===== src/rtl/reg_wb_ctrl_pkg.sv =====
// Shared widths, queue entry layout and entry helpers for the register write-back controller.
package reg_wb_ctrl_pkg;

  localparam int AW    = 4;
  localparam int DW    = 16;
  localparam int DEPTH = 4;
  localparam int PTR_W = $clog2(DEPTH);
  localparam int OCC_W = PTR_W + 1;

  localparam logic [AW-1:0] R14_ADDR = 4'hE;

  typedef struct packed {
    logic          we;
    logic          r14_we;
    logic [AW-1:0] addr;
    logic [DW-1:0] data;
    logic [DW-1:0] r14_data;
  } wb_entry_t;

  // A general write to R14 together with a dedicated-port R14 write cannot both land.
  function automatic logic is_r14_conflict(input logic we, input logic r14_we,
                                           input logic [AW-1:0] addr);
    return we & r14_we & (addr == R14_ADDR);
  endfunction

  function automatic wb_entry_t make_entry(input logic we, input logic r14_we,
                                           input logic [AW-1:0] addr, input logic [DW-1:0] data,
                                           input logic [DW-1:0] r14_data);
    wb_entry_t e;
    e.we       = we & ~is_r14_conflict(we, r14_we, addr);
    e.r14_we   = r14_we;
    e.addr     = addr;
    e.data     = data;
    e.r14_data = r14_data;
    return e;
  endfunction

  function automatic logic entry_hits(input wb_entry_t e, input logic [AW-1:0] a);
    return (e.we & (e.addr == a)) | (e.r14_we & (a == R14_ADDR));
  endfunction

  function automatic logic [DW-1:0] entry_value(input wb_entry_t e, input logic [AW-1:0] a);
    if (e.r14_we && (a == R14_ADDR)) begin
      return e.r14_data;
    end else begin
      return e.data;
    end
  endfunction

endpackage


===== src/rtl/reg_wb_ctrl_if.sv =====
// Bundle of source, register-file write and bypass signals around the write-back controller.
interface reg_wb_ctrl_if;
  import reg_wb_ctrl_pkg::*;

  logic          alu_valid;
  logic          alu_we;
  logic [AW-1:0] alu_addr;
  logic [DW-1:0] alu_data;
  logic          alu_r14_we;
  logic [DW-1:0] alu_r14_data;
  logic          mem_valid;
  logic          mem_we;
  logic [AW-1:0] mem_addr;
  logic [DW-1:0] mem_data;
  logic          mem_r14_we;
  logic [DW-1:0] mem_r14_data;
  logic          in_ready;

  logic          reg_we;
  logic [AW-1:0] w_addr;
  logic [DW-1:0] w_data;
  logic          reg14_we;
  logic [DW-1:0] w_reg14;

  logic [AW-1:0] op1_addr;
  logic [AW-1:0] op2_addr;
  logic          byp1_hit;
  logic [DW-1:0] byp1_data;
  logic          byp2_hit;
  logic [DW-1:0] byp2_data;

  logic [OCC_W-1:0] occ;
  logic             err;

  modport master (
    output alu_valid, alu_we, alu_addr, alu_data, alu_r14_we, alu_r14_data,
    output mem_valid, mem_we, mem_addr, mem_data, mem_r14_we, mem_r14_data,
    output op1_addr, op2_addr,
    input  in_ready, reg_we, w_addr, w_data, reg14_we, w_reg14,
    input  byp1_hit, byp1_data, byp2_hit, byp2_data, occ, err
  );

  modport slave (
    input  alu_valid, alu_we, alu_addr, alu_data, alu_r14_we, alu_r14_data,
    input  mem_valid, mem_we, mem_addr, mem_data, mem_r14_we, mem_r14_data,
    input  op1_addr, op2_addr,
    output in_ready, reg_we, w_addr, w_data, reg14_we, w_reg14,
    output byp1_hit, byp1_data, byp2_hit, byp2_data, occ, err
  );

endinterface


===== src/rtl/reg_wb_ctrl_queue.sv =====
// In-order circular buffer with two pushes (older first) and one pop per cycle.
// Entries are presented in age order, oldest at index 0, for head drive and bypass search.
module wb_queue
  import reg_wb_ctrl_pkg::*;
(
  input  logic             clk,
  input  logic             rst,
  input  logic             push_old_valid,
  input  wb_entry_t        push_old,
  input  logic             push_new_valid,
  input  wb_entry_t        push_new,
  input  logic             pop,
  output wb_entry_t        ent_by_age [DEPTH],
  output logic [DEPTH-1:0] vld_by_age,
  output logic [OCC_W-1:0] occ,
  output logic [OCC_W-1:0] occ_next
);

  wb_entry_t        mem_q [DEPTH];
  wb_entry_t        mem_d [DEPTH];
  logic [PTR_W-1:0] head_q, head_d;
  logic [PTR_W-1:0] tail_q, tail_d;
  logic [OCC_W-1:0] occ_q, occ_d;
  logic [PTR_W-1:0] wr_ptr_s;
  logic             pop_s;

  always_comb begin
    mem_d    = mem_q;
    wr_ptr_s = tail_q;
    pop_s    = pop & (occ_q != {OCC_W{1'b0}});
    if (push_old_valid) begin
      mem_d[wr_ptr_s] = push_old;
      wr_ptr_s        = wr_ptr_s + {{(PTR_W-1){1'b0}}, 1'b1};
    end else begin
      wr_ptr_s = wr_ptr_s;
    end
    if (push_new_valid) begin
      mem_d[wr_ptr_s] = push_new;
      wr_ptr_s        = wr_ptr_s + {{(PTR_W-1){1'b0}}, 1'b1};
    end else begin
      wr_ptr_s = wr_ptr_s;
    end
    tail_d = wr_ptr_s;
    head_d = pop_s ? head_q + {{(PTR_W-1){1'b0}}, 1'b1} : head_q;
    occ_d  = occ_q + OCC_W'(push_old_valid) + OCC_W'(push_new_valid) - OCC_W'(pop_s);
  end

  always_ff @(posedge clk) begin
    if (rst) begin
      head_q <= {PTR_W{1'b0}};
      tail_q <= {PTR_W{1'b0}};
      occ_q  <= {OCC_W{1'b0}};
      for (int i = 0; i < DEPTH; i++) begin
        mem_q[i] <= '0;
      end
    end else begin
      head_q <= head_d;
      tail_q <= tail_d;
      occ_q  <= occ_d;
      mem_q  <= mem_d;
    end
  end

  always_comb begin
    for (int i = 0; i < DEPTH; i++) begin
      ent_by_age[i] = mem_q[head_q + PTR_W'(i)];
      vld_by_age[i] = (OCC_W'(i) < occ_q);
    end
  end

  assign occ      = occ_q;
  assign occ_next = occ_d;

endmodule


===== src/rtl/reg_wb_ctrl.sv =====
// Write-side controller for the register file: queues ALU/MEM results in order, drains one
// per cycle into the general and R14 write ports, and serves bypass data for pending writes.
module reg_wb_ctrl
  import reg_wb_ctrl_pkg::*;
(
  input  logic         clk,
  input  logic         rst,
  reg_wb_ctrl_if.slave bus
);

  logic             in_ready_q, in_ready_d;
  logic             err_q, err_d;
  logic             mem_take_s, alu_take_s;
  wb_entry_t        mem_ent_s, alu_ent_s;
  wb_entry_t        ent_s [DEPTH];
  logic [DEPTH-1:0] vld_s;
  logic [OCC_W-1:0] occ_s, occ_next_s;

  // Dropped results (no write enable at all) never take a slot.
  always_comb begin
    mem_take_s = bus.mem_valid & in_ready_q & (bus.mem_we | bus.mem_r14_we);
    alu_take_s = bus.alu_valid & in_ready_q & (bus.alu_we | bus.alu_r14_we);
    mem_ent_s  = make_entry(bus.mem_we, bus.mem_r14_we, bus.mem_addr, bus.mem_data,
                            bus.mem_r14_data);
    alu_ent_s  = make_entry(bus.alu_we, bus.alu_r14_we, bus.alu_addr, bus.alu_data,
                            bus.alu_r14_data);
    err_d      = err_q
               | (mem_take_s & is_r14_conflict(bus.mem_we, bus.mem_r14_we, bus.mem_addr))
               | (alu_take_s & is_r14_conflict(bus.alu_we, bus.alu_r14_we, bus.alu_addr));
    in_ready_d = (occ_next_s <= OCC_W'(DEPTH - 2));
  end

  wb_queue u_queue (
    .clk            (clk),
    .rst            (rst),
    .push_old_valid (mem_take_s),
    .push_old       (mem_ent_s),
    .push_new_valid (alu_take_s),
    .push_new       (alu_ent_s),
    .pop            (vld_s[0]),
    .ent_by_age     (ent_s),
    .vld_by_age     (vld_s),
    .occ            (occ_s),
    .occ_next       (occ_next_s)
  );

  always_ff @(posedge clk) begin
    if (rst) begin
      in_ready_q <= 1'b1;
      err_q      <= 1'b0;
    end else begin
      in_ready_q <= in_ready_d;
      err_q      <= err_d;
    end
  end

  // The register file always commits the head, so the port follows the head directly.
  always_comb begin
    if (vld_s[0]) begin
      bus.reg_we   = ent_s[0].we;
      bus.w_addr   = ent_s[0].addr;
      bus.w_data   = ent_s[0].data;
      bus.reg14_we = ent_s[0].r14_we;
      bus.w_reg14  = ent_s[0].r14_data;
    end else begin
      bus.reg_we   = 1'b0;
      bus.w_addr   = {AW{1'b0}};
      bus.w_data   = {DW{1'b0}};
      bus.reg14_we = 1'b0;
      bus.w_reg14  = {DW{1'b0}};
    end
  end

  // Later (younger) matches overwrite earlier ones, giving youngest-wins priority.
  always_comb begin
    bus.byp1_hit  = 1'b0;
    bus.byp1_data = {DW{1'b0}};
    bus.byp2_hit  = 1'b0;
    bus.byp2_data = {DW{1'b0}};
    for (int i = 0; i < DEPTH; i++) begin
      if (vld_s[i] && entry_hits(ent_s[i], bus.op1_addr)) begin
        bus.byp1_hit  = 1'b1;
        bus.byp1_data = entry_value(ent_s[i], bus.op1_addr);
      end else begin
        bus.byp1_hit  = bus.byp1_hit;
      end
      if (vld_s[i] && entry_hits(ent_s[i], bus.op2_addr)) begin
        bus.byp2_hit  = 1'b1;
        bus.byp2_data = entry_value(ent_s[i], bus.op2_addr);
      end else begin
        bus.byp2_hit  = bus.byp2_hit;
      end
    end
  end

  assign bus.in_ready = in_ready_q;
  assign bus.occ      = occ_s;
  assign bus.err      = err_q;

endmodule


===== src/flat_wrapper.sv =====
// flat-port wrapper written by rule: the top's interface ports become plain ports
module reg_wb_ctrl_flat import reg_wb_ctrl_pkg::*;
  (clk, rst, bus_alu_valid, bus_alu_we, bus_alu_addr, bus_alu_data, bus_alu_r14_we, bus_alu_r14_data, bus_mem_valid, bus_mem_we, bus_mem_addr, bus_mem_data, bus_mem_r14_we, bus_mem_r14_data, bus_op1_addr, bus_op2_addr, bus_in_ready, bus_reg_we, bus_w_addr, bus_w_data, bus_reg14_we, bus_w_reg14, bus_byp1_hit, bus_byp1_data, bus_byp2_hit, bus_byp2_data, bus_occ, bus_err);
  reg_wb_ctrl_if bus_i ();
  input  logic clk;
  input  logic rst;
  input wire logic [$bits(bus_i.alu_valid)-1:0] bus_alu_valid;
  input wire logic [$bits(bus_i.alu_we)-1:0] bus_alu_we;
  input wire logic [$bits(bus_i.alu_addr)-1:0] bus_alu_addr;
  input wire logic [$bits(bus_i.alu_data)-1:0] bus_alu_data;
  input wire logic [$bits(bus_i.alu_r14_we)-1:0] bus_alu_r14_we;
  input wire logic [$bits(bus_i.alu_r14_data)-1:0] bus_alu_r14_data;
  input wire logic [$bits(bus_i.mem_valid)-1:0] bus_mem_valid;
  input wire logic [$bits(bus_i.mem_we)-1:0] bus_mem_we;
  input wire logic [$bits(bus_i.mem_addr)-1:0] bus_mem_addr;
  input wire logic [$bits(bus_i.mem_data)-1:0] bus_mem_data;
  input wire logic [$bits(bus_i.mem_r14_we)-1:0] bus_mem_r14_we;
  input wire logic [$bits(bus_i.mem_r14_data)-1:0] bus_mem_r14_data;
  input wire logic [$bits(bus_i.op1_addr)-1:0] bus_op1_addr;
  input wire logic [$bits(bus_i.op2_addr)-1:0] bus_op2_addr;
  output wire logic [$bits(bus_i.in_ready)-1:0] bus_in_ready;
  output wire logic [$bits(bus_i.reg_we)-1:0] bus_reg_we;
  output wire logic [$bits(bus_i.w_addr)-1:0] bus_w_addr;
  output wire logic [$bits(bus_i.w_data)-1:0] bus_w_data;
  output wire logic [$bits(bus_i.reg14_we)-1:0] bus_reg14_we;
  output wire logic [$bits(bus_i.w_reg14)-1:0] bus_w_reg14;
  output wire logic [$bits(bus_i.byp1_hit)-1:0] bus_byp1_hit;
  output wire logic [$bits(bus_i.byp1_data)-1:0] bus_byp1_data;
  output wire logic [$bits(bus_i.byp2_hit)-1:0] bus_byp2_hit;
  output wire logic [$bits(bus_i.byp2_data)-1:0] bus_byp2_data;
  output wire logic [$bits(bus_i.occ)-1:0] bus_occ;
  output wire logic [$bits(bus_i.err)-1:0] bus_err;
  assign bus_i.alu_valid = bus_alu_valid;
  assign bus_i.alu_we = bus_alu_we;
  assign bus_i.alu_addr = bus_alu_addr;
  assign bus_i.alu_data = bus_alu_data;
  assign bus_i.alu_r14_we = bus_alu_r14_we;
  assign bus_i.alu_r14_data = bus_alu_r14_data;
  assign bus_i.mem_valid = bus_mem_valid;
  assign bus_i.mem_we = bus_mem_we;
  assign bus_i.mem_addr = bus_mem_addr;
  assign bus_i.mem_data = bus_mem_data;
  assign bus_i.mem_r14_we = bus_mem_r14_we;
  assign bus_i.mem_r14_data = bus_mem_r14_data;
  assign bus_i.op1_addr = bus_op1_addr;
  assign bus_i.op2_addr = bus_op2_addr;
  assign bus_in_ready = bus_i.in_ready;
  assign bus_reg_we = bus_i.reg_we;
  assign bus_w_addr = bus_i.w_addr;
  assign bus_w_data = bus_i.w_data;
  assign bus_reg14_we = bus_i.reg14_we;
  assign bus_w_reg14 = bus_i.w_reg14;
  assign bus_byp1_hit = bus_i.byp1_hit;
  assign bus_byp1_data = bus_i.byp1_data;
  assign bus_byp2_hit = bus_i.byp2_hit;
  assign bus_byp2_data = bus_i.byp2_data;
  assign bus_occ = bus_i.occ;
  assign bus_err = bus_i.err;
  reg_wb_ctrl u_core (.clk(clk), .rst(rst), .bus(bus_i));
endmodule

===== config.mk =====
export PLATFORM = sky130hd
export DESIGN_NAME = reg_wb_ctrl_flat
export DESIGN_NICKNAME = d
export VERILOG_FILES = /design/src/rtl/reg_wb_ctrl_pkg.sv /design/src/rtl/reg_wb_ctrl_if.sv /design/src/rtl/reg_wb_ctrl_queue.sv /design/src/rtl/reg_wb_ctrl.sv /design/src/flat_wrapper.sv
export SDC_FILE = /design/constraint.sdc
export NUM_CORES = 1
export LEC_CHECK = 0
export CORE_ASPECT_RATIO = 0.5
export CORE_UTILIZATION = 52
export CTS_CLUSTER_DIAMETER = 200
export DETAILED_ROUTE_END_ITERATION = 8
export GPL_TIMING_DRIVEN = 0
export PLACE_DENSITY = 0.76
export SLEW_MARGIN = 10
export SYNTH_ARGS = -nofsm -noshare
export SYNTH_HDL_FRONTEND = slang
export SYNTH_SLANG_ARGS = --single-unit

===== constraint.sdc =====
create_clock -name clk -period 2.95 [get_ports clk]
set_clock_uncertainty 0.1 [all_clocks]
set_input_delay 0.295 -clock clk [delete_from_list [all_inputs] [get_ports clk]]
set_output_delay 0.295 -clock clk [all_outputs]
set_load 0.03 [all_outputs]

Yosys cells after proc, flatten, opt, wreduce, memory -nomap -nowiden
Index checks and enable logic that the tools add are counted.
Word-level totals
  bits in registers: 161
  input port bits: 88
  output and inout bits: 77
  logic and storage cells: 177
Operators by class
  $add $sub $neg: 8
  $lt $le $gt $ge: 13
  equal/unequal tests: 12
  muxes and demuxes: 51
  bitwise operators: 49
  reduce and logical (&&, ||, !) cells: 19
Operators with widths (count)
  $mux 38: 10
  $bmux 38 s2: 4
  $bwmux 152: 2
  $mux 152: 2
  $mux 16: 18
  $demux 38 s2: 2
  $eq 4x4->1: 8
  $and 1x1->1: 29
  $ge 3x3->1 const B: 6
  $logic_and 1x1->1: 18
  $not 2->3: 6
  $eq 4x4->1 const B: 4
  $or 1x1->1: 12
  $mux 1: 10
  $add 2x1->2 const B: 3
  $add 3x1->3: 2
  $lt 1x3->1 const A: 2
  $lt 2x3->1 const A: 2
  $lt 3x1->1 const B: 2
  $add 2x2->2 const B: 2
  $mux 2: 2
  $mux 4: 1
  $le 3x2->1 const B: 1
  $reduce_bool 3->1: 1
  2 further kinds: 3

Depth between registers and ports, before layout
  depth after elaboration: 12
  gate-level depth with buffers: 12
  mapped depth without buffers: 11

By module
From an unflattened synthesis, not the netlist that was laid out.
Second synthesis, totals
  cell total of the unflattened synthesis: 1529
  area, all modules: 16686.0 um2
By module, submodules not included
  wb_queue: times used 1, cells each 1135, area each 13090.1 um2, seq. area each 3183.1 um2
  reg_wb_ctrl: times used 1, cells each 394, area each 3595.9 um2, seq. area each 40.0 um2

Least setup slack after synthesis
OpenSTA, ideal clock, no wires.
  kind: reg-to-output
  from: register u_core.u_queue.occ_q[2] (netlist: u_core.u_queue.occ[2])
  to: output bus_byp1_data[10]
  data arrival time: 3010 ps
  required time: 2555 ps
  path slack: -455 ps
  stages on the path, launching flop included: 9
  path buffers: 1
  cells stage by stage: dfxtp_1 -> inv_1 -> ha_1 -> a21o_1 -> a211o_1 -> o32ai_4 -> buf_2 -> a2111oi_2 -> a221oi_1
On the way
  longest elaborated chain between the ends: 6
  elaborated cells on any way between the ends: 12
  those cells by class: 4 x order compare; 4 x mux; 4 x reduce/logical
RTL lines
  start: declaration: line reg_wb_ctrl_queue.sv:23  | logic [OCC_W-1:0] occ_q, occ_d;
  start signal: assignment: line reg_wb_ctrl_queue.sv:52  | occ_q <= {OCC_W{1'b0}};
  $lt 1x3->1: line reg_wb_ctrl_queue.sv:67  | vld_by_age[i] = (OCC_W'(i) < occ_q);
  $logic_and 1x1->1: line reg_wb_ctrl.sv:81  | if (vld_s[i] && entry_hits(ent_s[i], bus.op1_addr)) begin
  $mux 16 (3 in series): line reg_wb_ctrl.sv:81
  $mux 16 (*): line reg_wb_ctrl.sv:81
  end: declaration: line flat_wrapper.sv:28  | output wire logic [$bits(bus_i.byp1_data)-1:0] bus_byp1_data;
Mark *: on every way between the ends. The rest lies on a longest branch, timed or not.

Worst setup path in the final report
  from: register u_core.u_queue.head_q[1]
  to: output bus_byp1_data[8]
On the way
  longest elaborated chain between the ends: 12
  elaborated cells on any way between the ends: 51
  those cells by class: 3 x add/sub; 4 x eq/ne; 20 x mux; 16 x bitwise; 8 x reduce/logical
RTL lines
  start: declaration: line reg_wb_ctrl_queue.sv:21  | logic [PTR_W-1:0] head_q, head_d;
  start signal: assignment: line reg_wb_ctrl_queue.sv:50  | head_q <= {PTR_W{1'b0}};
  $add 2x1->2 or $not 2->3 (tied branches): line reg_wb_ctrl_queue.sv:66  | ent_by_age[i] = mem_q[head_q + PTR_W'(i)];
  $not 2->3 (not written as such) or $bmux 38 s2 (tied branches): line reg_wb_ctrl_queue.sv:66
  $bmux 38 s2 or $mux 38 (tied branches): line reg_wb_ctrl_queue.sv:66
  $mux 38 (not written as such): line reg_wb_ctrl_queue.sv:66
  $mux 38 (not written as such) or $eq 4x4->1 (tied branches): line reg_wb_ctrl_queue.sv:66, reg_wb_ctrl_pkg.sv:39
  $eq 4x4->1 or $and 1x1->1 (tied branches): line reg_wb_ctrl_pkg.sv:39  | return (e.we & (e.addr == a)) | (e.r14_we & (a == R14_ADDR));
  $and 1x1->1 or $or 1x1->1 (tied branches): line reg_wb_ctrl_pkg.sv:39
  $or 1x1->1 or $logic_and 1x1->1 (tied branches): line reg_wb_ctrl_pkg.sv:39, reg_wb_ctrl.sv:81
  $logic_and 1x1->1 or $mux 16 (tied branches): line reg_wb_ctrl.sv:81
  $mux 16 (2 in series): line reg_wb_ctrl.sv:81
  $mux 16 (*): line reg_wb_ctrl.sv:81
Mark *: on every way between the ends. The rest lies on a longest branch, timed or not. The select of a mux whose other input is x is not followed.

==> impl_metrics.json <==
{
  "p_per_area_mw_per_mm2": 798,
  "synth_most_common_cell": "nor2_1",
  "hpwl_um": 50700,
  "worst_slack_ns": -0.801,
  "start_util": 0.532,
  "synthFlopType": "dfxtp_1",
  "rr_endpoint": "u_core.u_queue.mem_q[129]",
  "htree_levels": 4,
  "drt_pre_antenna_iters": 9,
  "hold_start": "rst",
  "max_cap_violations": 0,
  "grt-ovfl-total": 0,
  "cts_buffers": 17,
  "synthTopCellsByArea": "dfxtp_1 (23%), mux4_2 (20%), a311oi_1 (9.2%)",
  "rrSetupSlack_ns": 0.11,
  "ys_ff_latch": 161,
  "min_to": "u_core.u_queue.occ[0]",
  "worst-r2r-cell-count": 11,
  "route.met3.wl_um": 11100,
  "area_growth_pct": 37.3,
  "syn_inst": 1534,
  "place_worst_setup_slack_ns": -1.60,
  "die_h_um": 119,
  "holdWs_ns": 0.409,
  "cts_tree": "done",
  "violations": "design-rule violations, negative setup slack",
  "drive_gt1_frac": 0.330,
  "ant_nets": 0,
  "gp_congestion": 1.06,
  "drt-total-wl_um": 68500,
  "drt_iter0_drc": 2815,
  "worstPathArrival_ns": 3.36,
  "insertedDiodeCount": 0,
  "crit_type": "reg -> out",
  "cp_max_fo": 6,
  "synthesis.area_mm2": 0.0142,
  "cts.clk_slew.worst_paths_ns": 0.08,
  "final_nets": 1884,
  "cp-end-kind": "output pin",
  "vias": 16300,
  "yosys.area.top_type_share": 0.228,
  "synth_edf_count": 0,
  "relSlewSlack": 0.305,
  "met2_length_um": 28100,
  "yosysTopAreaCell": "dfxtp_1",
  "highest_layer": "met5",
  "num_io_pins": 165,
  "wl_per_cell_um": 31.9,
  "ys_top_cells_by_count": "nor2_1 (197), nand2_1 (171), dfxtp_1 (161)",
  "clock_latency_ns": 0.46,
  "async_flop_share": 0,
  "clockBufferDepth": 2,
  "antenna_found_initial": 0,
  "crit_required_ns": 2.56,
  "tns_ns": -25.57,
  "drc": 3,
  "drv_slew": 0,
  "core_region_area_mm2": 0.0266,
  "yosysUniqueCellTypes": 53,
  "clock-sinks": 161,
  "ys_seq_area_frac": 0.228,
  "fin_crit_sh": 1.27,
  "clock.fmax_ghz": 0.267,
  "n_fill_cell": 1859,
  "hp-class": "in -> reg",
  "hold_viol_final": 0,
  "setup_viol": 55,
  "grt_pass1_vias": 15300,
  "post_drt_via_cell_ratio": 7.59,
  "fp-row-count": 42,
  "hold_buffers": 0,
  "ir_drop_mv": 0.569,
  "syn-num-nets": 1635,
  "grt_pass1_wl_um": 98100,
  "yosys_warnings": 0,
  "status": "finished, violations left",
  "whs_path_depth": 3,
  "port_buffers": 155,
  "post-route-min-period_ns": 3.75,
  "p_leak_nw": 7.15,
  "grt_max_degree": 19,
  "syn_avg_cell_area_um2": 9.23,
  "start_kind": "flop",
  "die_area_mm2": 0.0279,
  "worstMarginPinSlew_ns": 1.04,
  "cts-root-buf": "clkbuf_16",
  "met1_length_um": 25400,
  "grt_usage": 0.475,
  "rsz0062_at_grt": "true",
  "die_w_um": 235,
  "worstReg2RegStart": "u_core.bus.in_ready"
}
==> registers in the layout (all words and copies together) (netlist names) <==
| register | flops |
|---|---|
| u_core.u_queue.tail_q | 2 |
| u_core.bus.in_ready | 1 |
| u_core.bus.err | 1 |
| u_core.u_queue.head_q | 2 |
| u_core.u_queue.mem_q | 152 |
| u_core.u_queue.occ | 3 |
==> logic make-up (layout without fill, tap and decap cells) <==
family / count (synthesis) / count (layout) / synth area share
and+or+nand+nor: 585 / 585 / 0.182
muxes: 293 / 293 / 0.328
adders and majority gates: 13 / 13 / 0.0126
buffers and inverters: 187 / 449 / 0.0598
AOI/OAI and AO/OA: 253 / 253 / 0.164
DFF: 161 / 161 / 0.228
xor gates and xnor gates: 42 / 42 / 0.0260
==> how the worst max path moves through the flow <==
stage / start / endpoint / slack [ns] / cells past startpoint
final: u_core.u_queue.head_q[1] / bus_byp1_data[8] / -0.80 / 13
after detailed placement: bus_mem_r14_we / u_core.u_queue.mem_q[107] / -1.60 / 13
after floorplan: u_core.u_queue.head_q[0] / bus_byp2_data[13] / -0.03 / 10
after global routing: u_core.u_queue.head_q[0] / bus_byp2_data[6] / -0.88 / 14
after global placement: bus_mem_r14_we / u_core.u_queue.mem_q[138] / -1.48 / 12
after CTS: u_core.u_queue.head_q[1] / bus_byp2_data[9] / -0.77 / 15
==> per-stage QoR <==
step	std cells	utilization	cell area (um2)	power (mW)
after floorplan	1534	-	14600	8.47
after global placement	2041	0.624	16600	11.0
after detailed placement	2041	0.624	16600	11.2
after CTS	2126	0.707	18800	14.4
after global routing	2148	0.731	19400	15.9
final	2148	0.731	19400	15.5
==> what timing repair did <==
item	in CTS	in global routing
hold endpoints to repair	0	0
endpoints found under the setup margin	227	182
pin swaps	22	23
cloned	5	2
setup buffers	49	30
resized for setup	633	150
==> area by class of cell <==
| cell class | count | area (um2) | area share |
|---|---|---|---|
| inverter | 13 | 56.3 | 0.00290 |
| sequential | 161 | 3230 | 0.166 |
| buffer | 167 | 1130 | 0.0584 |
| multi-input combinational | 1186 | 11500 | 0.593 |
| clock inverter | 15 | 190 | 0.00978 |
| tap | 352 | 440 | 0.0227 |
| timing repair buffer | 237 | 2440 | 0.126 |
| clock buffer | 17 | 425 | 0.0219 |
==> worst max-delay path, cell delays in order, from the launching register on <==
cell and delay (ns):
dfxtp_4 0.38, buf_12 0.14, buf_8 0.13, buf_4 0.14, buf_12 0.13, mux2i_2 0.15
a211o_1 0.31, o32a_1 0.41, nor2b_4 0.17, buf_12 0.14, buf_12 0.14, a2111oi_4 0.42
a221oi_4 0.06, buf_6 0.17
==> cell usage in the layout (no fill, tap or decap), drive strengths merged, types with 11 or more instances in the layout <==
master / synthesis / routed
nand2: 173 / 173
ha: 11 / 11
a311oi: 148 / 148
clkdlybuf4s50: 0 / 87
a221oi: 30 / 30
nor2b: 46 / 46
mux2: 42 / 42
dfxtp: 161 / 161
mux4: 131 / 131
nor2: 197 / 197
nand3: 153 / 153
inv: 13 / 21
mux2i: 120 / 120
a21oi: 12 / 12
xnor2: 31 / 31
clkbuf: 114 / 132
a2111oi: 30 / 30
xor2: 11 / 11
buf: 60 / 198
==> power breakdown <==
| part | leakage, nW | switching, mW | internal, mW |
|---|---|---|---|
| registers | 1.31 | 0.931 | 2.73 |
| logic | 5.53 | 5.53 | 3.97 |
| clock network | 0.300 | 1.12 | 1.22 |
| total | 7.15 | 7.59 | 7.92 |
==> layer usage <==
metal | vias up | GRT usage
li1 | 6434 | -
met1 | 7924 | 0.623
met2 | 1593 | 0.683
met3 | 338 | 0.196
met4 | 4 | 0.206
met5 | - | 0.0160
(Power assumes the default switching activity.)
